--- src/rtl/inst_fetch_queue.sv ---
// In-order instruction fetch queue between a variable-latency imem port and decode.
// Optional macro HALT_STOP_EN: stop issuing fetches once a halt-opcode word is written.
module inst_fetch_queue #(
  parameter int          DEPTH    = 4,
  parameter logic [63:0] RESET_PC = 64'h2000,
  parameter logic [4:0]  HALT_OPC = 5'h0f
) (
  input  logic        clk,
  input  logic        reset,
  output logic        imem_req_valid,
  output logic [63:0] imem_req_addr,
  input  logic        imem_req_ready,
  input  logic        imem_resp_valid,
  input  logic [31:0] imem_resp_data,
  output logic        id_valid,
  output logic [63:0] id_pc,
  output logic [31:0] id_instr,
  input  logic        id_ready,
  input  logic        redirect_valid,
  input  logic [63:0] redirect_pc,
  output logic        fetch_halted
);

  localparam int AW = $clog2(DEPTH);
  localparam int CW = AW + 1;
  localparam logic [CW-1:0] DEPTH_C = CW'(DEPTH);

`ifdef HALT_STOP_EN
  localparam bit HALT_EN = 1'b1;
`else
  localparam bit HALT_EN = 1'b0;
`endif

  logic [63:0]     pc_q    [DEPTH];
  logic [31:0]     instr_q [DEPTH];
  logic [DEPTH-1:0] filled_q;
  logic [AW-1:0]   head_ptr, tail_ptr, fill_ptr;
  logic [CW-1:0]   count, pend_cnt, drop_cnt;
  logic [63:0]     fetch_pc;
  logic            halted;

  logic accept, deq, fill, drop;

  // Handshakes: a transfer happens on a cycle where valid && ready are both high;
  // a producer holds valid and its payload stable until that cycle.
  assign imem_req_valid = !reset && ((count + drop_cnt) < DEPTH_C) && !redirect_valid && !halted;
  assign imem_req_addr  = reset ? 64'h0 : fetch_pc;
  assign id_valid       = !reset && (count != '0) && filled_q[head_ptr];
  assign id_pc          = id_valid ? pc_q[head_ptr] : 64'h0;
  assign id_instr       = id_valid ? instr_q[head_ptr] : 32'h0;
  assign fetch_halted   = halted;

  assign accept = imem_req_valid && imem_req_ready;
  assign deq    = id_valid && id_ready && !redirect_valid;
  assign fill   = imem_resp_valid && (drop_cnt == '0) && (pend_cnt != '0) && !redirect_valid;
  assign drop   = imem_resp_valid && (drop_cnt != '0);

  // Payload storage carries no reset; the filled flags decide what is visible.
  always_ff @(posedge clk) begin
    if (accept) pc_q[tail_ptr] <= fetch_pc;
    if (fill)   instr_q[fill_ptr] <= imem_resp_data;
  end

  always_ff @(posedge clk or posedge reset) begin
    if (reset) begin
      fetch_pc <= RESET_PC;
      head_ptr <= '0;
      tail_ptr <= '0;
      fill_ptr <= '0;
      count    <= '0;
      pend_cnt <= '0;
      drop_cnt <= '0;
      filled_q <= '0;
      halted   <= 1'b0;
    end else if (redirect_valid) begin
      // Every unfilled reservation becomes a response to throw away; a response
      // arriving this same cycle already retires one of them.
      fetch_pc <= redirect_pc;
      head_ptr <= '0;
      tail_ptr <= '0;
      fill_ptr <= '0;
      count    <= '0;
      pend_cnt <= '0;
      filled_q <= '0;
      halted   <= 1'b0;
      drop_cnt <= drop_cnt + pend_cnt - CW'(imem_resp_valid);
    end else begin
      if (accept) begin
        filled_q[tail_ptr] <= 1'b0;
        tail_ptr <= tail_ptr + AW'(1);
        fetch_pc <= fetch_pc + 64'd4;
      end
      if (fill) begin
        filled_q[fill_ptr] <= 1'b1;
        fill_ptr <= fill_ptr + AW'(1);
        if (HALT_EN && (imem_resp_data[31:27] == HALT_OPC)) halted <= 1'b1;
      end
      if (drop) drop_cnt <= drop_cnt - CW'(1);
      if (deq)  head_ptr <= head_ptr + AW'(1);
      count    <= count + CW'(accept) - CW'(deq);
      pend_cnt <= pend_cnt + CW'(accept) - CW'(fill);
    end
  end

endmodule

--- config.mk ---
export PLATFORM = sky130hd
export DESIGN_NAME = inst_fetch_queue
export DESIGN_NICKNAME = d
export VERILOG_FILES = /design/src/rtl/inst_fetch_queue.sv
export SDC_FILE = /design/constraint.sdc
export NUM_CORES = 1
export LEC_CHECK = 0
export CORE_MARGIN = 2
export CORE_UTILIZATION = 54
export DETAILED_ROUTE_END_ITERATION = 6
export GPL_TIMING_DRIVEN = 0
export PLACE_DENSITY = 0.78
export RECOVER_POWER = 25
export SLEW_MARGIN = 10
export SYNTH_ARGS = -nofsm -noshare
export SYNTH_HDL_FRONTEND = slang
export SYNTH_SLANG_ARGS = --single-unit
--- constraint.sdc ---
create_clock -name clk -period 4.7 [get_ports clk]
set_input_delay 0.47 -clock clk [delete_from_list [all_inputs] [get_ports clk]]
set_output_delay 0.47 -clock clk [all_outputs]
set_load 0.02 [all_outputs]
==> impl_table.tex, run 1 <==
\begin{tabular}{lr}
\hline
Metric & Value \\
\hline
\multicolumn{2}{l}{\textbf{Status}} \\
\quad Run status & complete, no violations \\
\multicolumn{2}{l}{\textbf{Routing}} \\
\quad Iteration-0 DRC count of the detailed router & 1172 \\
\quad Number of nets still failing antenna checks after routing & 0 \\
\quad Routed vias & about 13000 \\
\quad Per-cell via count in the routed design & roughly 6.0 \\
\quad DRT Wirelength & 51150 um \\
\quad Length of the first detailed-routing pass in iterations & 5 \\
\quad Total DRC errors in the routed layout & 0 \\
\quad Post-DR wirelength/cell & 24.43 um \\
\multicolumn{2}{l}{\textbf{Synth}} \\
\quad Post-synthesis area per instance & between 15 and 20 sq um \\
\quad Number of flops mapped to enable cells by yosys & between 300 and 400 \\
\quad Post-synthesis net count & roughly 1400 \\
\quad Combined area of all synthesized cells & 19990 sq um \\
\quad Count of cell types in the netlist & 53 \\
\quad Share of synthesized area occupied by flip-flops and latches & 0.6807 \\
\quad Flops \& latches, synth & between 400 and 500 \\
\quad Number of warnings issued by yosys & 0 \\
\quad Gate Count Post-Synth & 1264 \\
\quad Share of flip-flops with an asynchronous set or reset & 0.1777 \\
\quad Leading register cell type out of synthesis & sky130\_fd\_sc\_hd\_\_edfxtp\_1 \\
\multicolumn{2}{l}{\textbf{Worst setup path}} \\
\quad Required time of the critical path & around 4.2 ns \\
\quad Slowest cell delay on critical path & 0.67 ns \\
\quad Startpoint-to-endpoint class of the critical path & reg -> out \\
\quad Family with the most delay on the worst path & buffers and inverters \\
\quad Signal arrival time at the worst endpoint & between 3 and 4 ns \\
\quad Launching point of the worst reg2reg path & count[1] \\
\quad Minimum setup slack among reg-to-reg paths & 0.34 ns \\
\quad Buf/Inv on CP & 4 \\
\quad Cell chain of the critical path & clkbuf\_1 > buf\_2 > buf\_1 > mux4\_2 > and2\_1 > clkdlybuf4s50\_1 \\
\quad Max Fanout on Critical Path & 10 \\
\quad Worst setup path start & head\_ptr[0] \\
\quad Crit path max-delay cell type & sky130\_fd\_sc\_hd\_\_buf\_1 \\
\quad CP startpoint kind & flip-flop \\
\quad Type of destination of the critical path & primary output \\
\multicolumn{2}{l}{\textbf{Timing}} \\
\quad Crit share post-route & 0.9362 \\
\quad Final setup violation count & 0 \\
\quad Count of pins over their slew limit & 0 \\
\quad FMAX & 227.3 MHz \\
\quad RSZ-0062 raised after global routing & false \\
\quad Worst-Margin Slew & approximately 1.0 ns \\
\quad Slew margin rel. & 0.3084 \\
\quad Clock skew & around 0.022 ns \\
\quad Time the worst path needs with I/O delays and setup & approximately 4.4 ns \\
\quad Number of endpoints with negative hold slack in the final report & 0 \\
\quad Worst Slack Setup Final & 0.3000 ns \\
\multicolumn{2}{l}{\textbf{Floorplanning}} \\
\quad Overall die height & 196.4 um \\
\quad Die outline width & around 200 um \\
\quad \# rows & 70 \\
\quad Core Area & between 30000 and 40000 sq um \\
\quad Starting density of the core & 0.5474 \\
\quad Top-Level Pins & around 270 \\
\quad Floorplan die area & 38580 sq um \\
\multicolumn{2}{l}{\textbf{Global routing}} \\
\quad Via count of the first global-routing pass & approximately 13000 \\
\quad Global-route wire length before repair & 77310 um \\
\quad Total overflow reported by the global router & 0 \\
\quad Initial antenna violation count & 3 \\
\quad Global Route Usage Sum & 0.2695 \\
\quad Pin count of the biggest net entering global routing & $\sim$50 \\
\multicolumn{2}{l}{\textbf{CTS}} \\
\quad \# hold bufs at CTS & 0 \\
\quad Number of buffers inserted during clock tree synthesis & 46 \\
\quad H-Tree Depth & 2 \\
\quad Clock buffer depth & 3 \\
\quad Number of cells upsized or downsized after cts & 1 \\
\quad Number of clock sinks & roughly 470 \\
\quad Root Buffer & sky130\_fd\_sc\_hd\_\_clkbuf\_16 \\
\quad Setup bufs post-CTS & 0 \\
\quad Clock Latency Late Sink & about 0.58 ns \\
\quad TritonCTS clock tree & done \\
\quad Clock slew seen by the registers of the worst setup and hold paths & approximately 0.060 ns \\
\multicolumn{2}{l}{\textbf{Power}} \\
\quad Power density of the placed cells & around 370 nW/um\^{}2 \\
\quad Leak & 8.208 nW \\
\quad Maximum vdd drop & between 0.0002 and 0.0003 V \\
\quad Total Power & $\sim$9.2 mW \\
\multicolumn{2}{l}{\textbf{Final layout}} \\
\quad Net count, final & between 1500 and 2000 \\
\quad Layout cell share with drive strength beyond 1 & 0.1245 \\
\quad Post-route insts no fill & 2094 \\
\quad Layout Area Growth over Synthesis & 24.75\% \\
\quad Number of inserted filler cells in the final layout & around 2400 \\
\multicolumn{2}{l}{\textbf{Placed design}} \\
\quad Worst setup slack before clock tree synthesis & -0.03327 ns \\
\quad Post-detail-place hpwl & around 35000 um \\
\quad Cell Count Post-Placement & around 2000 \\
\quad Input/output buffers & 263 \\
\quad Weighted congestion reported at the end of routability-driven placement & 0.9343 \\
\multicolumn{2}{l}{\textbf{Flow run}} \\
\quad Max\_cap viols & 0 \\
\multicolumn{2}{l}{\textbf{Hold path}} \\
\quad Classification of the worst-slack hold path & in -> async \\
\hline
\end{tabular}
[routing by layer]
layer / wire (um) / vias to the layer above / global-route usage
met4: 1582 / 0 / 0.08810
met3: 4342 / 85 / 0.04535
met1: 20580 / 6393 / 0.3838
met2: 24650 / 646 / 0.4305
li1: - / 5514 / -
met5: 0 / - / 0
[cell usage after synthesis, types with 14 or more instances]
| master | n | area share |
|---|---|---|
| sky130_fd_sc_hd__a31oi_1 | 33 | 0.010 |
| sky130_fd_sc_hd__and2_1 | 102 | 0.032 |
| sky130_fd_sc_hd__and3_1 | 14 | 0.0044 |
| sky130_fd_sc_hd__clkbuf_1 | 60 | 0.011 |
| sky130_fd_sc_hd__dfrtp_1 | 82 | 0.10 |
| sky130_fd_sc_hd__edfxtp_1 | 384 | 0.58 |
| sky130_fd_sc_hd__ha_1 | 19 | 0.012 |
| sky130_fd_sc_hd__inv_1 | 27 | 0.0051 |
| sky130_fd_sc_hd__mux4_2 | 97 | 0.11 |
| sky130_fd_sc_hd__nand2_1 | 55 | 0.010 |
| sky130_fd_sc_hd__nand3_1 | 30 | 0.0075 |
| sky130_fd_sc_hd__nand4_1 | 16 | 0.0050 |
| sky130_fd_sc_hd__nor2_1 | 62 | 0.012 |
| sky130_fd_sc_hd__nor2b_1 | 56 | 0.018 |
| sky130_fd_sc_hd__o21ai_0 | 37 | 0.0093 |
| sky130_fd_sc_hd__o31ai_1 | 16 | 0.0060 |
| sky130_fd_sc_hd__or3_1 | 16 | 0.0050 |
| sky130_fd_sc_hd__or4_1 | 19 | 0.0071 |
| sky130_fd_sc_hd__xnor2_1 | 29 | 0.013 |
[state kept, by name, indices dropped and copies added, names as in the netlist]
signal and count:
count 3, tail_ptr 2, fill_ptr 2, head_ptr 2
pend_cnt 3, pc_q 256, filled_q 4, fetch_pc 64
drop_cnt 3, instr_q 128
[cell usage in the layout (no fill, tap or decap), types with 6 or more instances in the layout]
master / instances
sky130_fd_sc_hd__and4_1: 8
sky130_fd_sc_hd__nand4_1: 16
sky130_fd_sc_hd__nand2_1: 55
sky130_fd_sc_hd__dfrtp_1: 82
sky130_fd_sc_hd__nor3_1: 13
sky130_fd_sc_hd__clkbuf_1: 81
sky130_fd_sc_hd__a21oi_1: 6
sky130_fd_sc_hd__nor4_1: 10
sky130_fd_sc_hd__and3_1: 10
sky130_fd_sc_hd__clkbuf_16: 46
sky130_fd_sc_hd__dlygate4sd3_1: 32
sky130_fd_sc_hd__or4_1: 19
sky130_fd_sc_hd__xor2_1: 10
sky130_fd_sc_hd__mux4_2: 97
sky130_fd_sc_hd__nor2_1: 62
sky130_fd_sc_hd__nand3_1: 30
sky130_fd_sc_hd__or3_1: 16
sky130_fd_sc_hd__nor2b_1: 56
sky130_fd_sc_hd__o31ai_1: 16
sky130_fd_sc_hd__clkdlybuf4s50_1: 231
sky130_fd_sc_hd__ha_1: 19
sky130_fd_sc_hd__and2_1: 98
sky130_fd_sc_hd__clkbuf_8: 7
sky130_fd_sc_hd__inv_1: 26
sky130_fd_sc_hd__o21ai_0: 37
sky130_fd_sc_hd__a2111oi_0: 6
sky130_fd_sc_hd__edfxtp_1: 384
sky130_fd_sc_hd__xnor2_1: 29
sky130_fd_sc_hd__a31oi_1: 33
[through the flow]
| step | hold slack (ns) | setup TNS, ns | cell area [sq um] | util |
|---|---|---|---|---|
| CTS | 0.3852 | 0 | 24930 | 0.6825 |
| global placement | 0.4960 | -428.33 | 23210 | 0.6355 |
| floorplan | 0.4848 | 0 | 19990 | - |
| global route | 0.4244 | 0 | 24940 | 0.6828 |
| detailed placement | 0.5053 | -0.04094 | 23450 | 0.6420 |
| finish | 0.4002 | 0 | 24940 | 0.6829 |
[final timing paths]
check | cells past startpoint | to
max | 6 | id_instr[27]
min in group clk | 3 | fetch_pc[14]
min | 2 | fetch_pc[63]
max in group asynchronous | 3 | fetch_pc[13]
min reg2reg | 1 | filled_q[0]
max reg2reg | 14 | pend_cnt[2]
[report_power, final]
group	internal (mW)	total [mW]	switching, mW	leakage, nW
clock	2.06	3.60	1.54	0.716
sequential	4.64	4.82	0.181	4.45
combinational	0.349	0.786	0.437	3.04
[cells by family (layout without fill, tap and decap cells)]
family | count (synthesis) | count (layout) | synth area share
DFF | 467 | 467 | 0.6807
AOI/OAI and AO/OA | 114 | 114 | 0.03649
muxes | 105 | 105 | 0.1136
and+or+nand+nor | 416 | 416 | 0.1174
other | 1 | 5 | 0.0001876
buffers and inverters | 100 | 458 | 0.01965
adders and majority gates | 22 | 22 | 0.01489
xor gates and xnor gates | 39 | 39 | 0.01708
[area by class of cell]
type | count | area, sq um | share of cell area
clock inverter | 12 | 151.4 | 0.006070
multi-input combinational | 697 | 6013 | 0.2411
sequential | 467 | 13610 | 0.5457
clock buffer | 74 | 1326 | 0.05318
buffer | 72 | 287.8 | 0.01154
tap | 468 | 585.6 | 0.02348
timing repair buffer | 272 | 2850 | 0.1143
inverter | 28 | 107.6 | 0.004314
antenna | 4 | 10.01 | 0.0004013
Power figures use the tool's default switching activity.
==> run 2: changes to the inputs <==
--- a/config.mk
+++ b/config.mk
@@ -9,9 +9,9 @@
 export CORE_UTILIZATION = 54
 export DETAILED_ROUTE_END_ITERATION = 6
 export GPL_TIMING_DRIVEN = 0
+export HOLD_SLACK_MARGIN = 0.08
 export PLACE_DENSITY = 0.78
 export RECOVER_POWER = 25
-export SLEW_MARGIN = 10
 export SYNTH_ARGS = -nofsm -noshare
 export SYNTH_HDL_FRONTEND = slang
 export SYNTH_SLANG_ARGS = --single-unit
==> impl_table.tex, run 2 (same netlist as run 1, synthesis figures left out) <==
\begin{tabular}{lr}
\hline
Metric & Value \\
\hline
\multicolumn{2}{l}{\textbf{Status}} \\
\quad Run status & complete, no violations \\
\multicolumn{2}{l}{\textbf{Global routing}} \\
\quad Initial antenna violation count & 3 (unchanged) \\
\quad Global-route wire length before repair & 76980 um (-0.44\%) \\
\quad Via count of the first global-routing pass & 12502 (-0.71\%) \\
\quad Global Route Usage Sum & 0.2688 (-0.0007134) \\
\quad Total overflow reported by the global router & 0 (unchanged) \\
\quad Pin count of the biggest net entering global routing & 56 (+9.8\%) \\
\multicolumn{2}{l}{\textbf{CTS}} \\
\quad Clock Latency Late Sink & 0.56 ns (-0.02 ns) \\
\quad H-Tree Depth & 2 (unchanged) \\
\quad TritonCTS clock tree & done \\
\quad Clock slew seen by the registers of the worst setup and hold paths & 0.06 ns (about the same) \\
\quad Number of clock sinks & 467 (unchanged) \\
\quad Number of buffers inserted during clock tree synthesis & 47 (+2.2\%) \\
\quad Root Buffer & sky130\_fd\_sc\_hd\_\_clkbuf\_16 \\
\quad Clock buffer depth & 3 (unchanged) \\
\multicolumn{2}{l}{\textbf{Final layout}} \\
\quad Post-Layout Inst Area & 24880 sq um (-0.25\%) \\
\quad Max FFs per register & 256 (unchanged) \\
\quad Post-route insts no fill & 2092 (-0.096\%) \\
\quad Layout cell share with drive strength beyond 1 & 0.1241 (-0.0004635) \\
\quad Largest reg by FF count & pc\_q \\
\quad Net count, final & 1705 (-0.18\%) \\
\quad Largest regs & pc\_q: 256 flops, instr\_q: 128 flops, fetch\_pc: 64 flops \\
\quad Most common cell after layout, fill and taps aside & sky130\_fd\_sc\_hd\_\_edfxtp\_1 \\
\quad Share of the core filled with cells & 0.6812 (-0.001679) \\
\quad Layout Area Growth over Synthesis & 24.44\% \\
\quad Most frequent cells in the layout & sky130\_fd\_sc\_hd\_\_edfxtp\_1, sky130\_fd\_sc\_hd\_\_clkdlybuf4s50\_1, sky130\_fd\_sc\_hd\_\_and2\_1 \\
\multicolumn{2}{l}{\textbf{Placed design}} \\
\quad Post-detail-place hpwl & 33970 um (-1.8\%) \\
\quad Weighted congestion reported at the end of routability-driven placement & 0.9343 (unchanged) \\
\quad Dpl cell area & 23370 sq um (-0.34\%) \\
\quad Cell Count Post-Placement & 2000 (-0.20\%) \\
\quad Input/output buffers & 263 (unchanged) \\
\multicolumn{2}{l}{\textbf{Worst setup path}} \\
\quad Crit path max-delay cell type & sky130\_fd\_sc\_hd\_\_clkdlybuf4s50\_1 \\
\quad Slowest cell delay on critical path & 0.59 ns (-0.08 ns) \\
\quad Required time of the critical path & 4.23 ns (about the same) \\
\quad Minimum setup slack among reg-to-reg paths & 0.33 ns (about the same) \\
\quad CP startpoint kind & flip-flop \\
\quad Type of destination of the critical path & primary output \\
\quad CP most frequent cell & sky130\_fd\_sc\_hd\_\_clkbuf\_1 \\
\quad Cell chain of the critical path & ha\_1 > a31oi\_1 > xor2\_1 > clkbuf\_1 > clkbuf\_1 > nor3\_1 > clkdlybuf4s50\_1 \\
\quad Number of cell instances on the worst register-to-register path & 14 (unchanged) \\
\quad Family with the most delay on the worst path & buffers and inverters \\
\quad Signal arrival time at the worst endpoint & 3.93 ns (about the same) \\
\quad Launching point of the worst reg2reg path & count[1] \\
\quad Startpoint-to-endpoint class of the critical path & reg -> out \\
\quad Buf/Inv on CP & 3 (-1) \\
\quad Max Fanout on Critical Path & 10 (unchanged) \\
\quad Terminus of the critical flop-to-flop path & pend\_cnt[2] \\
\multicolumn{2}{l}{\textbf{Floorplanning}} \\
\quad Die outline width & 196.4 um (unchanged) \\
\quad Floorplan die area & 38580 sq um (unchanged) \\
\quad Core Area & 36520 sq um (unchanged) \\
\quad \# rows & 70 (unchanged) \\
\quad Top-Level Pins & 265 (unchanged) \\
\quad Starting density of the core & 0.5474 (unchanged) \\
\quad Overall die height & 196.4 um (unchanged) \\
\multicolumn{2}{l}{\textbf{Power}} \\
\quad Power density of the placed cells & 370.5 nW/um\^{}2 (+0.37\%) \\
\quad Leak & 8.188 nW (-0.25\%) \\
\quad Maximum vdd drop & 0.0002370 V (-7.0\%) \\
\multicolumn{2}{l}{\textbf{Timing}} \\
\quad Time the worst path needs with I/O delays and setup & 4.396 ns (-0.004123 ns) \\
\quad FMAX & 227.5 MHz (about the same) \\
\quad Count of pins over their slew limit & 0 (unchanged) \\
\quad Clock skew & 0.01268 ns (-0.008881 ns) \\
\quad Worst-Margin Slew & 1.242 ns (+0.2043 ns) \\
\quad RSZ-0062 raised after global routing & false \\
\quad Slew margin rel. & 0.1605 (-0.1478) \\
\quad Final setup violation count & 0 (unchanged) \\
\quad Number of endpoints with negative hold slack in the final report & 0 (unchanged) \\
\quad Crit share post-route & 0.9353 (about the same) \\
\multicolumn{2}{l}{\textbf{Routing}} \\
\quad Per-cell via count in the routed design & 6.069 (+0.56\%) \\
\quad Routed vias & 12697 (+0.47\%) \\
\quad Post-DR wirelength/cell & 24.59 um (+0.67\%) \\
\quad DRT Wirelength & 51450 um (+0.58\%) \\
\quad Total DRC errors in the routed layout & 0 (unchanged) \\
\quad Length of the first detailed-routing pass in iterations & 6 (+1) \\
\quad Iteration-0 DRC count of the detailed router & 1225 (+4.5\%) \\
\quad Number of nets still failing antenna checks after routing & 0 (unchanged) \\
\multicolumn{2}{l}{\textbf{Flow run}} \\
\quad Max\_cap viols & 0 (unchanged) \\
\multicolumn{2}{l}{\textbf{Hold path}} \\
\quad Classification of the worst-slack hold path & in -> async \\
\hline
\end{tabular}
run 2: changes by cell type in the layout (fill, tap and decap cells not counted), moves of 2 or more:
cell	previous run	this run
sky130_fd_sc_hd__clkbuf_16	46	48
sky130_fd_sc_hd__clkinvlp_4	1	3
sky130_fd_sc_hd__inv_16	2	0
sky130_fd_sc_hd__buf_12	4	0
sky130_fd_sc_hd__clkbuf_1	81	68
sky130_fd_sc_hd__clkbuf_8	7	3
sky130_fd_sc_hd__clkinv_1	2	13
sky130_fd_sc_hd__clkinv_2	4	7
run 2: worst register-to-register path: cells and delay by family, from the launching register on:
kind | cells | cell delay, ns
DFF | 1 | 0.45
buffers and inverters | 5 | 0.95
xor gates and xnor gates | 2 | 0.43
AOI/OAI and AO/OA | 1 | 0.56
and+or+nand+nor | 2 | 0.69
adders and majority gates | 4 | 1.15
run 2: layer usage:
metal / wire length [um] / share of wire / global-route usage / up-vias
met2: 24950 / 0.49 / 0.4310 / 625
met3: 3835 / 0.075 / 0.04757 / 111
met1: 20920 / 0.41 / 0.3761 / 6442
met4: 1740 / 0.034 / 0.09624 / 0
met5: 0 / 0 / 0 / -
li1: - / - / - / 5519
run 2: timing repair:
action	CTS	global route
endpoints found under the hold margin	0	0
hold buffers	0	0
setup endpoints to repair	9	0
setup buffers	0	0
resized for setup	1	0
run 2: final cells by class:
cell class,instances,area [sq um]
antenna,4,10.01
buffer,72,287.8
clock buffer,59,1272
clock inverter,29,230.2
fill,2420,11640
inverter,28,107.6
multi-input combinational,697,6007
sequential,467,13610
tap,468,585.6
timing repair buffer,268,2770
run 2: how the worst max path moves through the flow:
stage / from / end / depth (start not counted)
final: count[1] / imem_req_valid / 7
after global routing: reset / id_instr[14] / 8
after CTS: reset / id_instr[14] / 8
after detailed placement: reset / id_instr[14] / 8
after global placement: reset / id_instr[15] / 7
after floorplan: reset / count[2] / 12
run 2: where the power goes:
group | total [mW] | switching [mW] | internal [mW]
clock network | 3.61 | 1.53 | 2.09
logic | 0.784 | 0.436 | 0.348
registers | 4.82 | 0.182 | 4.64
run 2: stage by stage:
stage | setup slack (ns) | power [mW] | setup TNS, ns | hold WS (ns)
6_report | 0.3042 | 9.218 | 0 | 0.4090
2_1_floorplan | 0.4042 | 5.273 | 0 | 0.4848
3_5_place_dp | -0.06425 | 5.674 | -0.3356 | 0.5053
3_3_place_gp | -2.004 | 5.637 | -428.33 | 0.4960
4_1_cts | 0.2373 | 9.253 | 0 | 0.4098
5_1_grt | 0.03733 | 9.496 | 0 | 0.4638
==> run 3: changes to the inputs <==
--- a/config.mk
+++ b/config.mk
@@ -7,6 +7,7 @@
 export LEC_CHECK = 0
 export CORE_MARGIN = 2
 export CORE_UTILIZATION = 54
+export CTS_CLUSTER_SIZE = 24
 export DETAILED_ROUTE_END_ITERATION = 6
 export GPL_TIMING_DRIVEN = 0
 export HOLD_SLACK_MARGIN = 0.08
==> impl_table.tex, run 3 (same netlist as run 1, synthesis figures left out) <==
\begin{tabular}{lr}
\hline
Metric & Value \\
\hline
\multicolumn{2}{l}{\textbf{Timing}} \\
\quad Count of pins over their slew limit & 0 (unchanged) \\
\quad Total Negative Setup Slacks & 0 ns (unchanged) \\
\quad FMAX & 228.6 MHz (+0.48\%) \\
\quad RSZ-0062 raised after global routing & false \\
\quad Worst Slack Setup Final & 0.3254 ns (+0.02121 ns) \\
\quad Number of endpoints with negative hold slack in the final report & 0 (unchanged) \\
\quad Final setup violation count & 0 (unchanged) \\
\quad Hold slack final & 0.4113 ns (+0.002343 ns) \\
\quad Slew margin rel. & 0.1601 (-0.0004560) \\
\quad Time the worst path needs with I/O delays and setup & 4.375 ns (-0.02121 ns) \\
\quad Clock skew & 0.01123 ns (-0.001455 ns) \\
\quad Worst-Margin Slew & 1.242 ns (+0.0006748 ns) \\
\quad Crit share post-route & 0.9308 (-0.004512) \\
\multicolumn{2}{l}{\textbf{Final layout}} \\
\quad Layout cell share with drive strength beyond 1 & 0.1247 (+0.0006173) \\
\quad Max FFs per register & 256 (unchanged) \\
\quad Layout Area Growth over Synthesis & 24.68\% \\
\quad Post-route insts no fill & 2091 (-0.048\%) \\
\quad Number of inserted filler cells in the final layout & 2418 (-0.083\%) \\
\quad Largest reg by FF count & pc\_q \\
\quad Largest regs & pc\_q: 256 flops, instr\_q: 128 flops, fetch\_pc: 64 flops \\
\quad Net count, final & 1705 (unchanged) \\
\quad Most frequent cells in the layout & sky130\_fd\_sc\_hd\_\_edfxtp\_1, sky130\_fd\_sc\_hd\_\_clkdlybuf4s50\_1, sky130\_fd\_sc\_hd\_\_and2\_1 \\
\quad Post-Layout Inst Area & 24930 sq um (+0.19\%) \\
\quad Share of the core filled with cells & 0.6825 (+0.001268) \\
\quad Most common cell after layout, fill and taps aside & sky130\_fd\_sc\_hd\_\_edfxtp\_1 \\
\multicolumn{2}{l}{\textbf{Placed design}} \\
\quad Dpl cell area & 23370 sq um (unchanged) \\
\quad Worst setup slack before clock tree synthesis & -0.06425 ns (unchanged) \\
\quad Post-detail-place hpwl & 33970 um (unchanged) \\
\quad Weighted congestion reported at the end of routability-driven placement & 0.9343 (unchanged) \\
\quad Cell Count Post-Placement & 2000 (unchanged) \\
\quad Input/output buffers & 263 (unchanged) \\
\multicolumn{2}{l}{\textbf{Worst setup path}} \\
\quad Startpoint-to-endpoint class of the critical path & reg -> out \\
\quad CP most frequent cell & sky130\_fd\_sc\_hd\_\_clkbuf\_1 \\
\quad Family with the most delay on the worst path & buffers and inverters \\
\quad CP startpoint kind & flip-flop \\
\quad Buf/Inv on CP & 3 (unchanged) \\
\quad Slowest cell delay on critical path & 0.59 ns (about the same) \\
\quad Type of destination of the critical path & primary output \\
\quad Cell chain of the critical path & ha\_1 > a31oi\_1 > xor2\_1 > clkbuf\_1 > clkbuf\_1 > nor3\_1 > clkdlybuf4s50\_1 \\
\quad Crit path max-delay cell type & sky130\_fd\_sc\_hd\_\_clkdlybuf4s50\_1 \\
\quad Required time of the critical path & 4.23 ns (about the same) \\
\quad Signal arrival time at the worst endpoint & 3.90 ns (-0.03 ns) \\
\quad Max Fanout on Critical Path & 10 (unchanged) \\
\multicolumn{2}{l}{\textbf{Floorplanning}} \\
\quad Starting density of the core & 0.5474 (unchanged) \\
\quad Core Area & 36520 sq um (unchanged) \\
\quad Die outline width & 196.4 um (unchanged) \\
\quad \# rows & 70 (unchanged) \\
\quad Overall die height & 196.4 um (unchanged) \\
\quad Top-Level Pins & 265 (unchanged) \\
\quad Floorplan die area & 38580 sq um (unchanged) \\
\multicolumn{2}{l}{\textbf{Power}} \\
\quad Power density of the placed cells & 374.6 nW/um\^{}2 (+1.1\%) \\
\quad Total Power & 9.338 mW (+1.3\%) \\
\quad Leak & 8.214 nW (+0.32\%) \\
\quad Maximum vdd drop & 0.0002371 V (about the same) \\
\multicolumn{2}{l}{\textbf{Routing}} \\
\quad Per-cell via count in the routed design & 6.045 (-0.40\%) \\
\quad Post-DR wirelength/cell & 24.66 um (+0.28\%) \\
\quad Number of nets still failing antenna checks after routing & 0 (unchanged) \\
\quad Routed vias & 12640 (-0.45\%) \\
\quad DRT Wirelength & 51570 um (+0.23\%) \\
\quad Length of the first detailed-routing pass in iterations & 6 (unchanged) \\
\quad Total DRC errors in the routed layout & 0 (unchanged) \\
\quad Iteration-0 DRC count of the detailed router & 1210 (-1.2\%) \\
\multicolumn{2}{l}{\textbf{CTS}} \\
\quad Clock buffer depth & 3 (unchanged) \\
\quad Number of buffers inserted during clock tree synthesis & 47 (unchanged) \\
\quad Setup bufs post-CTS & 0 (unchanged) \\
\quad Number of clock sinks & 467 (unchanged) \\
\quad Clock slew seen by the registers of the worst setup and hold paths & 0.06 ns (about the same) \\
\quad Root Buffer & sky130\_fd\_sc\_hd\_\_clkbuf\_16 \\
\quad H-Tree Depth & 2 (unchanged) \\
\quad Clock Latency Late Sink & 0.56 ns (about the same) \\
\quad TritonCTS clock tree & done \\
\multicolumn{2}{l}{\textbf{Global routing}} \\
\quad Pin count of the biggest net entering global routing & 56 (unchanged) \\
\quad Via count of the first global-routing pass & 12549 (+0.38\%) \\
\quad Total overflow reported by the global router & 0 (unchanged) \\
\quad Initial antenna violation count & 2 (-1) \\
\quad Global Route Usage Sum & 0.2694 (+0.0006353) \\
\quad Global-route wire length before repair & 77150 um (+0.22\%) \\
\multicolumn{2}{l}{\textbf{Hold path}} \\
\quad Classification of the worst-slack hold path & in -> async \\
\multicolumn{2}{l}{\textbf{Flow run}} \\
\quad Max\_cap viols & 0 (unchanged) \\
\multicolumn{2}{l}{\textbf{Status}} \\
\quad Run status & complete, no violations \\
\hline
\end{tabular}
## run 3: cell types whose count changed in the layout (fill, tap and decap cells not counted)
cell and change:
sky130_fd_sc_hd__bufinv_16 +2, sky130_fd_sc_hd__clkbuf_1 +1, sky130_fd_sc_hd__clkinv_1 -2, sky130_fd_sc_hd__diode_2 -1, sky130_fd_sc_hd__clkinvlp_4 -1
## run 3: path summary, 6_finish.rpt
path                                      start             end  slack (ns)  cells after the start
worst min register to register      filled_q[0]     filled_q[0]        0.53                      1
min in group clk                redirect_pc[39]    fetch_pc[39]        0.47                      3
worst max-delay path                   count[1]  imem_req_valid        0.33                      7
worst min-delay path                      reset    fetch_pc[60]        0.41                      2
worst max register to register         count[1]     pend_cnt[2]        0.34                     14
max in group asynchronous                 reset    fetch_pc[13]        3.61                      3
## run 3: power by group
part | leakage (nW) | internal [mW] | switching (mW)
Sequential | 4.45 | 4.64 | 0.183
Clock | 0.755 | 2.20 | 1.53
Combinational | 3.01 | 0.348 | 0.436
Total | 8.21 | 7.19 | 2.15
## run 3: timing repair
item / CTS / global route
hold buffers: 0 / 0
gates resized for setup: 1 / 0
endpoints found under the setup margin: 8 / 0
## run 3: layer usage
layer,share of wire,track usage,vias up
li1,-,-,5512
met1,0.40,0.3807,6402
met2,0.48,0.4291,620
met3,0.078,0.04552,106
met4,0.035,0.09792,0
met5,0,0,-
## run 3: area by class of cell
class | count | area, sq um | area share
Tap cell | 468 | 585.6 | 0.02349
Clock buffer | 60 | 1276 | 0.05120
Buffer | 72 | 287.8 | 0.01155
Timing Repair Buffer | 268 | 2770 | 0.1111
Inverter | 28 | 107.6 | 0.004317
Multi-Input combinational cell | 697 | 6007 | 0.2410
Antenna cell | 3 | 7.507 | 0.0003012
Clock inverter | 28 | 275.3 | 0.01104
Sequential cell | 467 | 13610 | 0.5460
==> variant: new RTL, config.mk and constraints of run 3 <==
The localparam `HALT_EN` goes from 1'b0 to 1'b1.
--- a/src/rtl/inst_fetch_queue.sv
+++ b/src/rtl/inst_fetch_queue.sv
@@ -28,7 +28,7 @@
 `ifdef HALT_STOP_EN
   localparam bit HALT_EN = 1'b1;
 `else
-  localparam bit HALT_EN = 1'b0;
+  localparam bit HALT_EN = 1'b1;
 `endif
 
   logic [63:0]     pc_q    [DEPTH];
Check against the original RTL: not equivalent (Yosys sat finds a counterexample within 4 cycles, from zero or initial values and one cycle with reset high).
==> variant against run 3 <==
- worst setup slack worse by 0.025 ns
- cell area is 1.4% higher
- highest routed layer is now met5
- largest power group unchanged
- power is 3.4% higher
- critical path depth stayed put
- clock skew is 0.018 ns higher
- critical endpoint is now id_instr[18]
- final cell count is 0.19% higher
- non-clock buffer count is 1 lower
- sequential cell count is 1 higher
- area after synthesis is 1.3% higher
- via count is 2.7% higher
- wire length is 2.0% higher
==> variant: results (changes against run 3) <==
metric,value,unit,change
outcome,"finished, final reports clean",,
r2r_start,count[1]$_DFF_PP0_,,
synth_cells,1269,,+0.40%
required,4.23,ns,about the same
synth_edf_count,384,,unchanged
grt_use_total,27.16,%,+0.22 points
final_nets,1711,,+0.35%
cts.path.max_buffers,3,,unchanged
drt_wl_total,52620,um,+2.0%
synth_area_leaders,"edfxtp_1 (57%), mux4_2 (11%), dfrtp_1 (10%)",,
leakage,8.467,nW,+3.1%
dp.cells,2006,,+0.30%
reg2reg_depth,15,,+1
yosysSeqAreaShare,67.32,%,-0.76 points
gp_congestion,0.8667,,-7.2%
grt_max_degree,68,,+21%
drt_iter0_drc,1392,,+15%
r2r_slack,0.75,ns,+0.41 ns
ys_types,68,,+28%
final_cells,2095,,+0.19%
clock_skew,0.02880,ns,+0.01757 ns
hold_path.class,primary input to asynchronous set/reset pin,,
cts_buffers,48,,+2.1%
drive_gt1_share,13.71,%,+1.2 points
clockRootBuffer,clkbuf_16,,
synth_most_common_cell,edfxtp_1,,
synthArstFlopShare,17.95,%,+0.18 points
hpwl,34590,um,+1.8%
ir_worst_vdd,0.3259,mV,+37%
antenna_found_initial,1,,-1
cts_max_level,2,,unchanged
synthTopCellsByCount,"edfxtp_1 (384), and2_1 (103), mux4_2 (97)",,
nFillCells,2438,,+0.83%
port_buffers,264,,+0.38%
crit_slowest_cell,clkbuf_1,,
worstMarginPinSlew,0.9528,ns,-0.2896 ns
postCtsSetupBuffers,0,,unchanged
startpoint,head_ptr[1]$_DFFE_PP0P_,,
ys_warn_count,0,,unchanged
whs,0.4472,ns,+0.03586 ns
critical_path.endpoint,id_instr[18],,
syn-num-nets,1393,,+0.36%
grt_first_pass_wirelength,78490,um,+1.7%
insertion_delay,0.58,ns,+0.02 ns
crit_path_max_incr_delay,0.62,ns,+0.03 ns
dr.pass1.iters,6,,unchanged
setup_violations,0,,unchanged
reg_top3,"pc_q (256), instr_q (128), fetch_pc (64)",,
worst_r2r_endpoint,count[2]$_DFF_PP0_,,
via_count,12981,,+2.7%
==> variant: report_power, final <==
part	total, mW	internal (mW)	switching, mW
sequential	4.87	4.67	0.204
combinational	0.847	0.373	0.474
clock	3.94	2.36	1.58
total	9.66	7.40	2.25
==> variant: layer usage <==
metal  wire length, um  part of all wire, %  GRT usage (%)
met1             20520                   39          37.42
met2             25650                   49          43.96
met3              4545                  8.6          4.644
met4              1895                  3.6          10.11
met5                12                0.023              0
==> variant: per-stage QoR <==
step	worst slack, ns	area [sq um]	TNS, ns
floorplan	0.2379	20250	0
global placement	-2.276	23480	-293.01
detailed placement	-0.2258	23640	-1.851
CTS	0.04597	25270	0
global route	0.09526	25280	0
finish	0.3005	25280	0
==> variant: repair_timing <==
action	in CTS	in global routing
gates cloned	0	0
setup endpoints to repair	10	10
gates resized for setup	1	1
==> variant: final cells by class <==
cell class | instances | area [sq um] | share of cell area, %
clock inverter | 27 | 359.1 | 1.420
tap | 468 | 585.6 | 2.316
clock buffer | 62 | 1274 | 5.038
inverter | 30 | 125.1 | 0.4949
buffer | 70 | 290.3 | 1.148
multi-input combinational | 700 | 6230 | 24.64
sequential | 468 | 13630 | 53.93
timing repair buffer | 269 | 2780 | 11.00
antenna | 1 | 2.502 | 0.009899
==> variant: kinds of logic (layout without fill, tap and decap cells) <==
family / Yosys count / count (layout) / synth area share, %
AO/OA/AOI/OAI: 118 / 118 / 4.306
multiplexers: 109 / 109 / 11.43
buffers and inverters: 101 / 458 / 2.008
XOR/XNOR: 27 / 27 / 1.334
flip-flops: 468 / 468 / 67.32
other: 0 / 1 / 0
AND/OR/NAND/NOR: 424 / 424 / 12.14
adder cells (fa/ha/maj): 22 / 22 / 1.470
